==> src/rtl/a5_pkg.sv <==
// Shared definitions for the A5/1 Wishbone sequencer: register map and FSM states.
package a5_pkg;

  localparam logic [31:0] A5_REG_ID     = 32'h0000_0000;
  localparam logic [31:0] A5_REG_LOAD   = 32'h0000_0004;
  localparam logic [31:0] A5_REG_KEY_LO = 32'h0000_0010;
  localparam logic [31:0] A5_REG_KEY_HI = 32'h0000_0014;
  localparam logic [31:0] A5_REG_FRAME  = 32'h0000_0018;

  typedef enum logic [3:0] {
    ST_IDLE,
    ST_WR_KLO,
    ST_WR_KHI,
    ST_WR_FRM,
    ST_LOAD,
    ST_WAIT,
    ST_RD,
    ST_PUSH,
    ST_GAP,
    ST_FIN
  } a5_state_e;

endpackage

==> src/rtl/a5_wb_access.sv <==
// Single-access Wishbone classic engine: owns cyc/stb, the latched access
// fields and the ack timeout counter. A request is taken only while idle.
module a5_wb_access #(
  parameter int unsigned ACK_TIMEOUT = 15
) (
  input  logic        clk,
  input  logic        reset,
  input  logic        i_req,
  input  logic        i_we,
  input  logic [31:0] i_adr,
  input  logic [31:0] i_dat,
  output logic        o_ack,
  output logic [31:0] o_rdata,
  output logic        o_timeout,
  output logic        o_cyc,
  output logic        o_stb,
  output logic        o_we,
  output logic [3:0]  o_sel,
  output logic [31:0] o_adr,
  output logic [31:0] o_dat,
  input  logic        i_wb_ack,
  input  logic [31:0] i_wb_dat
);

  localparam int unsigned TW = $clog2(ACK_TIMEOUT + 1);

  logic          r_active;
  logic          r_we;
  logic [3:0]    r_sel;
  logic [31:0]   r_adr;
  logic [31:0]   r_dat;
  logic [TW-1:0] r_tmo;

  // Ack and timeout are combinational so cyc/stb drop and the caller moves on
  // in the same following cycle; an ack on the last allowed cycle wins.
  assign o_ack     = r_active & i_wb_ack;
  assign o_timeout = r_active & ~i_wb_ack & (r_tmo == TW'(ACK_TIMEOUT - 1));
  assign o_rdata   = i_wb_dat;

  assign o_cyc = r_active;
  assign o_stb = r_active;
  assign o_we  = r_we;
  assign o_sel = r_sel;
  assign o_adr = r_adr;
  assign o_dat = r_dat;

  // Access launch, hold until ack/timeout, then return bus signals to zero.
  always_ff @(posedge clk) begin
    if (reset) begin
      r_active <= 1'b0;
      r_we     <= 1'b0;
      r_sel    <= '0;
      r_adr    <= '0;
      r_dat    <= '0;
      r_tmo    <= '0;
    end else if (!r_active) begin
      if (i_req) begin
        r_active <= 1'b1;
        r_we     <= i_we;
        r_sel    <= '1;
        r_adr    <= i_adr;
        r_dat    <= i_dat;
        r_tmo    <= '0;
      end
    end else if (o_ack || o_timeout) begin
      r_active <= 1'b0;
      r_we     <= 1'b0;
      r_sel    <= '0;
      r_adr    <= '0;
      r_dat    <= '0;
      r_tmo    <= '0;
    end else begin
      r_tmo <= r_tmo + TW'(1);
    end
  end

endmodule

==> src/rtl/a5_wb_sequencer.sv <==
// Wishbone master that configures the A5/1 peripheral (key, frame, load) and
// then streams NUM keystream words out on a valid/ready interface.
module a5_wb_sequencer
  import a5_pkg::*;
#(
  parameter int unsigned LOAD_WAIT   = 128,
  parameter int unsigned READ_GAP    = 32,
  parameter int unsigned ACK_TIMEOUT = 15,
  parameter int unsigned CNT_W       = 16
) (
  input  logic             clk,
  input  logic             reset,
  input  logic             start,
  input  logic [63:0]      key,
  input  logic [21:0]      frame,
  input  logic [CNT_W-1:0] num_words,
  output logic             busy,
  output logic             done,
  output logic             error,
  output logic [31:0]      ks_data,
  output logic             ks_valid,
  input  logic             ks_ready,
  output logic             wbm_cyc_o,
  output logic             wbm_stb_o,
  output logic             wbm_we_o,
  output logic [3:0]       wbm_sel_o,
  output logic [31:0]      wbm_adr_o,
  output logic [31:0]      wbm_dat_o,
  input  logic             wbm_ack_i,
  input  logic [31:0]      wbm_dat_i
);

  localparam int unsigned WAIT_MAX = (LOAD_WAIT > READ_GAP) ? LOAD_WAIT : READ_GAP;
  localparam int unsigned CW       = $clog2(WAIT_MAX + 2);

  a5_state_e        r_state;
  a5_state_e        w_next;
  logic [63:0]      r_key;
  logic [21:0]      r_frame;
  logic [CNT_W-1:0] r_remaining;
  logic [CW-1:0]    r_cnt;
  logic [31:0]      r_ks_data;
  logic             r_ks_valid;
  logic             r_error;

  logic             w_req;
  logic             w_we;
  logic [31:0]      w_adr;
  logic [31:0]      w_dat;
  logic             w_ack;
  logic             w_timeout;
  logic [31:0]      w_rdata;
  logic [31:0]      w_cnt_ext;
  logic             w_wait_done;
  logic             w_gap_done;

  a5_wb_access #(
    .ACK_TIMEOUT(ACK_TIMEOUT)
  ) u_access (
    .clk      (clk),
    .reset    (reset),
    .i_req    (w_req),
    .i_we     (w_we),
    .i_adr    (w_adr),
    .i_dat    (w_dat),
    .o_ack    (w_ack),
    .o_rdata  (w_rdata),
    .o_timeout(w_timeout),
    .o_cyc    (wbm_cyc_o),
    .o_stb    (wbm_stb_o),
    .o_we     (wbm_we_o),
    .o_sel    (wbm_sel_o),
    .o_adr    (wbm_adr_o),
    .o_dat    (wbm_dat_o),
    .i_wb_ack (wbm_ack_i),
    .i_wb_dat (wbm_dat_i)
  );

  assign w_cnt_ext   = 32'(r_cnt);
  assign w_wait_done = (w_cnt_ext + 32'd1) >= LOAD_WAIT;
  assign w_gap_done  = (w_cnt_ext + 32'd1) >= READ_GAP;

  assign busy     = (r_state != ST_IDLE) && (r_state != ST_FIN);
  assign done     = (r_state == ST_FIN);
  assign error    = r_error;
  assign ks_data  = r_ks_data;
  assign ks_valid = r_ks_valid;

  // State register.
  always_ff @(posedge clk) begin
    if (reset) r_state <= ST_IDLE;
    else       r_state <= w_next;
  end

  // Next state and access request. The engine ignores requests while busy, so
  // holding req through the ack cycle cannot launch a duplicate; the state has
  // already moved on by the time the engine is idle again, which also yields
  // the mandatory idle cycle between strobes.
  always_comb begin
    w_next = r_state;
    w_req  = 1'b0;
    w_we   = 1'b0;
    w_adr  = '0;
    w_dat  = '0;
    case (r_state)
      ST_IDLE:   if (start) w_next = ST_WR_KLO;
      ST_WR_KLO: begin
        w_req = 1'b1; w_we = 1'b1; w_adr = A5_REG_KEY_LO; w_dat = r_key[31:0];
        if (w_ack) w_next = ST_WR_KHI;
      end
      ST_WR_KHI: begin
        w_req = 1'b1; w_we = 1'b1; w_adr = A5_REG_KEY_HI; w_dat = r_key[63:32];
        if (w_ack) w_next = ST_WR_FRM;
      end
      ST_WR_FRM: begin
        w_req = 1'b1; w_we = 1'b1; w_adr = A5_REG_FRAME; w_dat = {10'b0, r_frame};
        if (w_ack) w_next = ST_LOAD;
      end
      ST_LOAD: begin
        w_req = 1'b1; w_adr = A5_REG_LOAD;
        if (w_ack) w_next = ST_WAIT;
      end
      ST_WAIT:   if (w_wait_done) w_next = (r_remaining == '0) ? ST_FIN : ST_RD;
      ST_RD: begin
        w_req = 1'b1; w_adr = A5_REG_ID;
        if (w_ack) w_next = ST_PUSH;
      end
      ST_PUSH:   if (ks_ready) w_next = (r_remaining != '0) ? ST_GAP : ST_FIN;
      ST_GAP:    if (w_gap_done) w_next = ST_RD;
      ST_FIN:    w_next = ST_IDLE;
      default:   w_next = ST_IDLE;
    endcase
    if (w_timeout) w_next = ST_IDLE;
  end

  // Captured job parameters, wait counter, keystream output and error pulse.
  always_ff @(posedge clk) begin
    if (reset) begin
      r_key       <= '0;
      r_frame     <= '0;
      r_remaining <= '0;
      r_cnt       <= '0;
      r_ks_data   <= '0;
      r_ks_valid  <= 1'b0;
      r_error     <= 1'b0;
    end else begin
      r_error <= w_timeout;
      if (r_state == ST_IDLE && start) begin
        r_key       <= key;
        r_frame     <= frame;
        r_remaining <= num_words;
      end
      if ((r_state == ST_WAIT || r_state == ST_GAP) && (w_next == r_state))
        r_cnt <= r_cnt + CW'(1);
      else
        r_cnt <= '0;
      if (r_state == ST_RD && w_ack) begin
        r_ks_data   <= w_rdata;
        r_ks_valid  <= 1'b1;
        r_remaining <= r_remaining - CNT_W'(1);
      end else if ((r_state == ST_PUSH && ks_ready) || w_timeout) begin
        r_ks_valid <= 1'b0;
      end
    end
  end

endmodule

==> config.mk <==
export PLATFORM = sky130hd
export DESIGN_NAME = a5_wb_sequencer
export DESIGN_NICKNAME = d
export VERILOG_FILES = /design/src/rtl/a5_pkg.sv /design/src/rtl/a5_wb_access.sv /design/src/rtl/a5_wb_sequencer.sv
export SDC_FILE = /design/constraint.sdc
export NUM_CORES = 1
export LEC_CHECK = 0
export ABC_AREA = 1
export CORE_MARGIN = 4
export CORE_UTILIZATION = 51
export DETAILED_ROUTE_END_ITERATION = 16
export PLACE_DENSITY_LB_ADDON = 0.05
export SLEW_MARGIN = 5
export SYNTH_ARGS = -nofsm -noshare
export SYNTH_HDL_FRONTEND = slang
export SYNTH_SLANG_ARGS = --single-unit
==> constraint.sdc <==
create_clock -name clk -period 4.5 [get_ports clk]
set_input_delay 0.45 -clock clk [delete_from_list [all_inputs] [get_ports clk]]
set_output_delay 0.45 -clock clk [all_outputs]
set_load 0.05 [all_outputs]
### After elaboration in Yosys (flattened, before gate mapping)

Cells that the tools add are included.

* logic and storage cells: 95
* bits in registers: 222
* output and inout bits: 107
* input port bits: 139

* bitwise logic cells: 5
* eq/ne operators: 13
* multiplexer cells: 38
* reduce and logical (&&, ||, !) cells: 19
* $add $sub $neg: 4
* order comparisons: 2

Operators with widths (count)
* $mux W32: 5
* $pmux W32 S3: 1
* $mux W4: 17
* $pmux W4 S9: 1
* $ge A32 B8 Y1 const B: 1
* $mux W16: 2
* $pmux W5 S4: 1
* $eq A4 B3 Y1 const B: 4
* $logic_not A16 Y1: 1
* $reduce_bool A16 Y1: 1
* $sub A16 B1 Y16 const B: 1
* $eq A4 B4 Y1 const B: 3
* $mux W1: 11
* $add A8 B1 Y9 const B: 1
* $ge A9 B6 Y1 const B: 1
* $add A8 B1 Y8 const B: 1
* $eq A4 B2 Y1 const B: 2
* $reduce_bool A2 Y1: 3
* $logic_and A1 B1 Y1: 5
* $reduce_or A5 Y1: 1
* $add A4 B1 Y4 const B: 1
* $eq A4 B1 Y1 const B: 1
* $eq A4 B4 Y1: 1
* $logic_not A4 Y1: 1
* 9 further kinds: 14

### Longest topological paths before layout

Gate-level depths: netlist of run 1.

* depth after elaboration: 9
* mapped depth: 17
* gate-level depth less buffers: 17

### Cells and area by module

From an unflattened synthesis of run 1, not the netlist that was laid out.

* cell total of the unflattened synthesis: 1228
* area, all modules: 9177.6 µm²

Modules (own cells, without submodules)
* a5_wb_sequencer: area each 6366.1 µm², cells an instance 865, times used 1, seq. area each 2962.8 µm²
* a5_wb_access: area each 2811.4 µm², cells an instance 363, times used 1, seq. area each 1421.4 µm²

### Least setup slack after synthesis of run 1

OpenSTA, ideal clock, no wires.

* path kind: register -> output
* from: register r_state[0]
* to: output busy
* buffers on the path: 0
* data arrival time: 2.243 ns
* data required time: 4.050 ns
* slack: 1.807 ns
* cell stages (with the launch flop): 6
* cells stage by stage: dfxtp_1 -> inv_2 -> nor2_1 -> inv_1 -> nor3_1 -> nor2_1

* cells in the longest elaborated chain, start to end: 2
* elaborated cells between the ends (all ways): 3
* classes of those cells: eq/ne (1); reduce/logical (2)

RTL lines
* start: declaration: RTL line a5_wb_sequencer.sv:36 `a5_state_e r_state;`
* start signal: assignment: RTL line a5_wb_sequencer.sv:92 `else r_state <= w_next;`
* $ne A4 B4 Y1 or $reduce_bool A4 Y1 (tied branches): RTL line a5_wb_sequencer.sv:83 `assign busy = (r_state != ST_IDLE) && (r_state != ST_FIN);`
* $logic_and A1 B1 Y1 *: RTL line a5_wb_sequencer.sv:83
* end: declaration: RTL line a5_wb_sequencer.sv:17 `output logic busy,`

Mark *: on every way between the ends. The rest lies on a longest branch, timed or not.

### Final worst setup path of run 1

* from: register u_access.r_active (netlist: u_access.o_cyc)
* to: register u_access.r_dat[17] (netlist: u_access.o_dat[17])

* cells in the longest elaborated chain, start to end: 5
* elaborated cells between the ends (all ways): 8
* classes of those cells: eq/ne (1); mux (1); bitwise (3); reduce/logical (3)

RTL lines
* start: declaration: RTL line a5_wb_access.sv:27 `logic r_active;`
* start signal: assignment: RTL line a5_wb_access.sv:50 `r_active <= 1'b0;`
* start signal: assignment: RTL line a5_wb_access.sv:58 `r_active <= 1'b1;`
* start signal: assignment: RTL line a5_wb_access.sv:66 `r_active <= 1'b0;`
* $and A1 B1 Y1 (2 in series): RTL line a5_wb_access.sv:37 `assign o_timeout = r_active & ~i_wb_ack & (r_tmo == TW'(ACK_TIMEOUT - 1));`
* $logic_or A1 B1 Y1: RTL line a5_wb_access.sv:65 `end else if (o_ack || o_timeout) begin`
* $ne A2 B2 Y1 (no line)
* $reduce_and A2 Y1 (no line)
* end signal: assignment: RTL line a5_wb_access.sv:62 `r_dat <= i_dat;`
* end: declaration: RTL line a5_wb_access.sv:31 `logic [31:0] r_dat;`

Several ways; a longest one is shown, not always the timed one.
A chain may end at the register's enable or synchronous reset.

==> impl_metrics.toml, run 1 <==
[setup_path]
ff2ff_setup_slack_ns = 1.81
rr_worst_depth = 9
critPathArrivalTime_ns = 3.03
r2r_end = "u_access.o_dat[17]"
critPathMaxFanout = 37
endpoint_kind = "flop"
timing.rr.start = "u_access.o_cyc"
worst_ep_required_time_ns = 4.84
criticalPathCategory = "reg2reg"
startpoint_type = "flop"

[floorplanning]
die-height_um = 134.3
rows = 45
initial_core_util = 0.5276
dieArea_mm2 = 0.01804
io_pins = 246
die_x_um = 134.3
fp.coreArea_mm2 = 0.01543

[pwr]
clkPwrFrac = 0.386
p_comb_frac = 0.173
seqPwrFrac = 0.441
powerDensity_mw_per_mm2 = 384.9
vdd_ir_drop_max_mv = 0.2714
p_int_mw = 2.995
p_switching_mw = 1.183
swShare = 0.2831
cellLeakagePower_nw = 4.139

[min_path]
hp-start = "reset"
hold_class = "in2reg"
hold_end = "ks_data[6]"
hold_depth = 2

[clock_network]
cts-resized-gates = 0
cts_max_path_buffers = 2
clock-sinks = 190
cts_setup_buffers = 0
hold_buffers = 0
clk_pin_slew_ns = 0.07
cts_tree = "done"
h-tree-depth = 4
clock_latency_ns = 0.43
cts_buffers = 17
root_buffer = "clkbuf_16"

[routing]
antenna_left = 0
via_per_inst = 5.081
firstDrtPassIters = 5
routedWlPerCell_um = 14.20
drtIter0Drc = 535
top_layer = "met5"
finalWirelength_um = 21460
routed-wl-met3_um = 1570
drc = 0
wl_met2_um = 9873
wl_met1_um = 9611
via_count = 7678

[cells_and_area]
stdcell_area_mm2 = 0.01086
diodes = 0
fin_nets = 1431
area_growth_pct = 33.37
final_cells = 1511
layout-drive-gt1-share = 0.05462

[global_route]
grt_max_degree = 85
grt_pass1_vias = 7047
antenna_found_initial = 2
grtUsageTotal = 0.2308
overflow = 0
grt_pass1_wl_um = 34270

[placed_design]
dp_hpwl_um = 14390
portBuffers = 216
dp_cells = 1479
gp_congestion = 0.8483
placed_area_mm2 = 0.01022

[timing]
min_period_ns = 2.690
maxSlewViolCount = 0
fin_worst_skew_ns = 0.01097
max_freq_ghz = 0.3717
max_slew_margin = 0.3741
worstMarginPinSlew_ns = 0.9388
tns_ns = 0
finalHoldViolCount = 0
rsz0062_at_grt = "false"
fin_crit_sh = 0.5978
setup_viol = 0

[outcome]
status = "completed"

[run]
cap_violations = 0

[yosys]
ys_types = 36
yosys-top-cells-area = "dfxtp_1 47%, nand2_1 13%, a21oi_1 11%"
synthTopCellsByCount = "291 x nand2_1, 190 x dfxtp_1, 174 x a21oi_1, 107 x inv_1, 75 x o21ai_0"
synth.most_common_cell = "nand2_1"
yosysSeqAreaShare = 0.4673
syn_avg_cell_area_um2 = 7.313
synthesis.instances = 1113
yosys_warnings = 0
synthFlopType = "dfxtp_1"
yosys.area.top_type_share = 0.4673
syn_area_mm2 = 0.008139
synthArstFlopShare = 0
synth_edf_count = 0
synth_seq_cells = 190
yosys.area.top_type = "dfxtp_1"
[through the flow]
stage | hold slack, ns | util | worst slack (ns) | total power, mW
final | 0.4356 | 0.7037 | 1.810 | 4.178
after detailed placement | 0.4442 | 0.6624 | 1.705 | 2.601
after CTS | 0.4251 | 0.7037 | 1.773 | 4.206
after global placement | 0.4399 | 0.6624 | 1.763 | 2.590
after floorplan | 0.4294 | - | 1.807 | 2.365
after global routing | 0.4388 | 0.7037 | 1.484 | 4.348
[logic make-up after synthesis]
group	Yosys count	synth area share
and+or+nand+nor	395	0.2015
AOI/OAI and AO/OA	301	0.1998
buffers and inverters	214	0.1156
DFF	190	0.4673
xor gates and xnor gates	7	0.007533
adders and majority gates	5	0.007686
other	1	0.0004607
[critical path, stage by stage (launching register included)]
cell and delay, ns:
dfxtp_1 0.35, inv_2 0.56, nor2_1 0.12, nand4_1 0.32, nand2_1 0.19, inv_1 0.13, nor2_1 0.05, inv_2 0.56
nand2_1 0.13, a21oi_1 0.17
[cells in the final DEF (no fill, tap or decap), drive strengths merged, types with 8 or more instances in the layout]
master and count:
dfxtp 190, clkdlybuf4s50 215, o21ai 80, nand2 296, nor2 53, nand4 8, o221ai 18, conb 30
nand3 30, clkbuf 17, a21oi 174, o22ai 14, inv 122
[cell type report]
class / count / area [um^2]
sequential: 190 / 3804
inverter: 118 / 442.9
tap: 211 / 264.0
multi-input combinational: 738 / 3503
clock inverter: 15 / 211.5
fill: 1347 / 4572
clock buffer: 17 / 425.4
timing repair buffer: 222 / 2205
[layer usage]
layer | vias up | global-route usage
met2 | 241 | 0.3709
met5 | - | 0
li1 | 3898 | -
met3 | 36 | 0.06752
met1 | 3499 | 0.3044
met4 | 4 | 0.06335
[worst max path at each step]
stage | slack [ns] | from | endpoint
final | 1.81 | u_access.o_cyc | u_access.o_dat[17]
after global routing | 1.48 | u_access.o_cyc | u_access.o_dat[17]
after CTS | 1.77 | r_state[0] | done
after detailed placement | 1.71 | wbm_ack_i | r_remaining[13]
after global placement | 1.76 | wbm_ack_i | r_remaining[4]
after floorplan | 1.81 | r_state[0] | busy
[state kept, by name, summed over array words and instances (netlist names)]
signal / flops
ks_valid: 1
r_state: 4
u_access.o_adr: 3
r_remaining: 16
u_access.o_dat: 32
error: 1
r_key: 64
ks_data: 32
u_access.r_tmo: 4
u_access.o_we: 1
u_access.o_cyc: 1
r_frame: 22
u_access.o_sel: 1
r_cnt: 8
[power groups by stage]
stage	logic (mW)	registers (mW)	clock network, mW
after global placement	0.712	1.88	0
after detailed placement	0.721	1.88	0
after CTS	0.726	1.84	1.64
after global routing	0.792	1.86	1.70
after floorplan	0.430	1.94	0
final	0.723	1.84	1.61
Power figures use the tool's default switching activity.
==> run 2, diff against run 1 <==
Settings changed: CORE_UTILIZATION 51 to 47.
Clock period 4.5 ns to 2.7 ns, I/O delays scaled along.
==> impl_metrics.toml, run 2 (synthesis gave the netlist of run 1 again) <==
[setup_path]
cpPeakStageDelay_ns = 0.88
worst_ep_required_time_ns = 2.43
critPathMaxFanout = 6
path_buf_inv = 3
crit_family = "buffers and inverters"
criticalPathCategory = "reg2out"
crit_chain = "inv_2 > nor2_1 > inv_1 > nor3_1 > clkdlybuf4s50_1"
endpoint_kind = "output pin"
startpoint_type = "flop"
crit_slowest_cell = "clkdlybuf4s50_1"
critPathArrivalTime_ns = 2.21

[clock_network]
cts-resized-gates = 0
hold_buffers = 0
h-tree-depth = 4
cts_tree = "done"
cts_max_path_buffers = 2
clock_latency_ns = 0.44
root_buffer = "clkbuf_16"
clk_pin_slew_ns = 0.08
cts_buffers = 17
clock-sinks = 190
cts_setup_buffers = 0

[cells_and_area]
layout_common_cells = "291 x nand2_1, 215 x clkdlybuf4s50_1, 190 x dfxtp_1"
final_common_cell = "nand2_1"
final_cells = 1528
fin_nets = 1439
area_growth_pct = 34.16
multi_input_area_mm2 = 0.003503
layout-drive-gt1-share = 0.06040
nFillCells = 1547
largest_reg_flops = 64
regArea_mm2 = 0.003804
top_register = "r_key"
diodes = 0

[timing]
rsz0062_at_grt = "false"
setup_viol = 0
finalHoldViolCount = 0
worstMarginPinSlew_ns = 0.8505
fin_worst_skew_ns = 0.01653
max_freq_ghz = 0.4031
max_slew_margin = 0.4324
fin_crit_sh = 0.9188
tns_ns = 0
maxSlewViolCount = 0
min_period_ns = 2.481

[run]
cap_violations = 0

[placed_design]
dp_hpwl_um = 14870
portBuffers = 216
gp_congestion = 0.8881
dp_cells = 1496

[floorplanning]
dieArea_mm2 = 0.01949
die_x_um = 139.6
fp.coreArea_mm2 = 0.01676
initial_core_util = 0.4856
rows = 47
io_pins = 246
die-height_um = 139.6

[routing]
routedWlPerCell_um = 14.61
firstDrtPassIters = 7
antenna_left = 0
via_per_inst = 4.993
drc = 0
finalWirelength_um = 22320
via_count = 7629
drtIter0Drc = 566

[global_route]
grt_pass1_wl_um = 35990
grt_pass1_vias = 7236
grt_max_degree = 105
overflow = 0
antenna_found_initial = 3
grtUsageTotal = 0.2241

[pwr]
vdd_ir_drop_max_mv = 0.4588
cellLeakagePower_nw = 4.173
powerDensity_mw_per_mm2 = 630.3

[outcome]
status = "completed"

[min_path]
hold_class = "in2reg"
-- run 2: layout make-up --
cell class,instances,share of cell area
Timing Repair Buffer,230,0.2085
Clock buffer,17,0.03896
Inverter,118,0.04056
Clock inverter,15,0.01753
Sequential cell,190,0.3483
Tap cell,220,0.02521
Multi-Input combinational cell,738,0.3208
-- run 2: worst paths after layout --
check | start | endpoint | slack, ns | depth (start not counted)
worst min register to register | r_key[31] | r_key[31] | 0.46 | 2
worst max register to register | r_remaining[0] | r_cnt[1] | 0.50 | 16
worst min-delay path | reset | r_cnt[5] | 0.37 | 6
worst max-delay path | r_state[0] | done | 0.22 | 5
-- run 2: through the flow --
step / total power [mW] / hold WS [ns] / utilization / worst slack [ns] / area, um^2
2_1_floorplan: 3.942 / 0.4138 / - / 0.1875 / 8248
3_3_place_gp: 4.337 / 0.4397 / 0.6147 / 0.5492 / 10300
3_5_place_dp: 4.353 / 0.4464 / 0.6147 / 0.5342 / 10300
4_1_cts: 6.941 / 0.3549 / 0.6515 / 0.2080 / 10920
5_1_grt: 7.192 / 0.3628 / 0.6515 / 0.07423 / 10920
6_report: 6.883 / 0.3724 / 0.6515 / 0.2193 / 10920
-- run 2: worst min-delay path: stages --
cell and delay (ns):
buf_4 0.10, inv_2 0.03, o21ai_0 0.14, nor2_4 0.06, nand2_4 0.11, nor2_2 0.04
-- run 2: power breakdown --
group	switching, mW	internal, mW	total [mW]
Clock	1.25	1.35	2.59
Combinational	0.781	0.444	1.22
Sequential	0.0812	2.99	3.07
-- run 2: metal layers --
| metal | up-vias | global-route usage | share of wire |
|---|---|---|---|
| met5 | - | 0 | 0.0027 |
| met4 | 6 | 0.06068 | 0.011 |
| met3 | 24 | 0.06827 | 0.073 |
| met2 | 219 | 0.3588 | 0.45 |
| met1 | 3463 | 0.2964 | 0.46 |
| li1 | 3917 | - | - |
==> run 3, diff against run 2 <==
Settings changed: HOLD_SLACK_MARGIN set to 0.12.
==> results of run 3 <==
The final DEF is identical to that of run 2; final timing and power are the same.
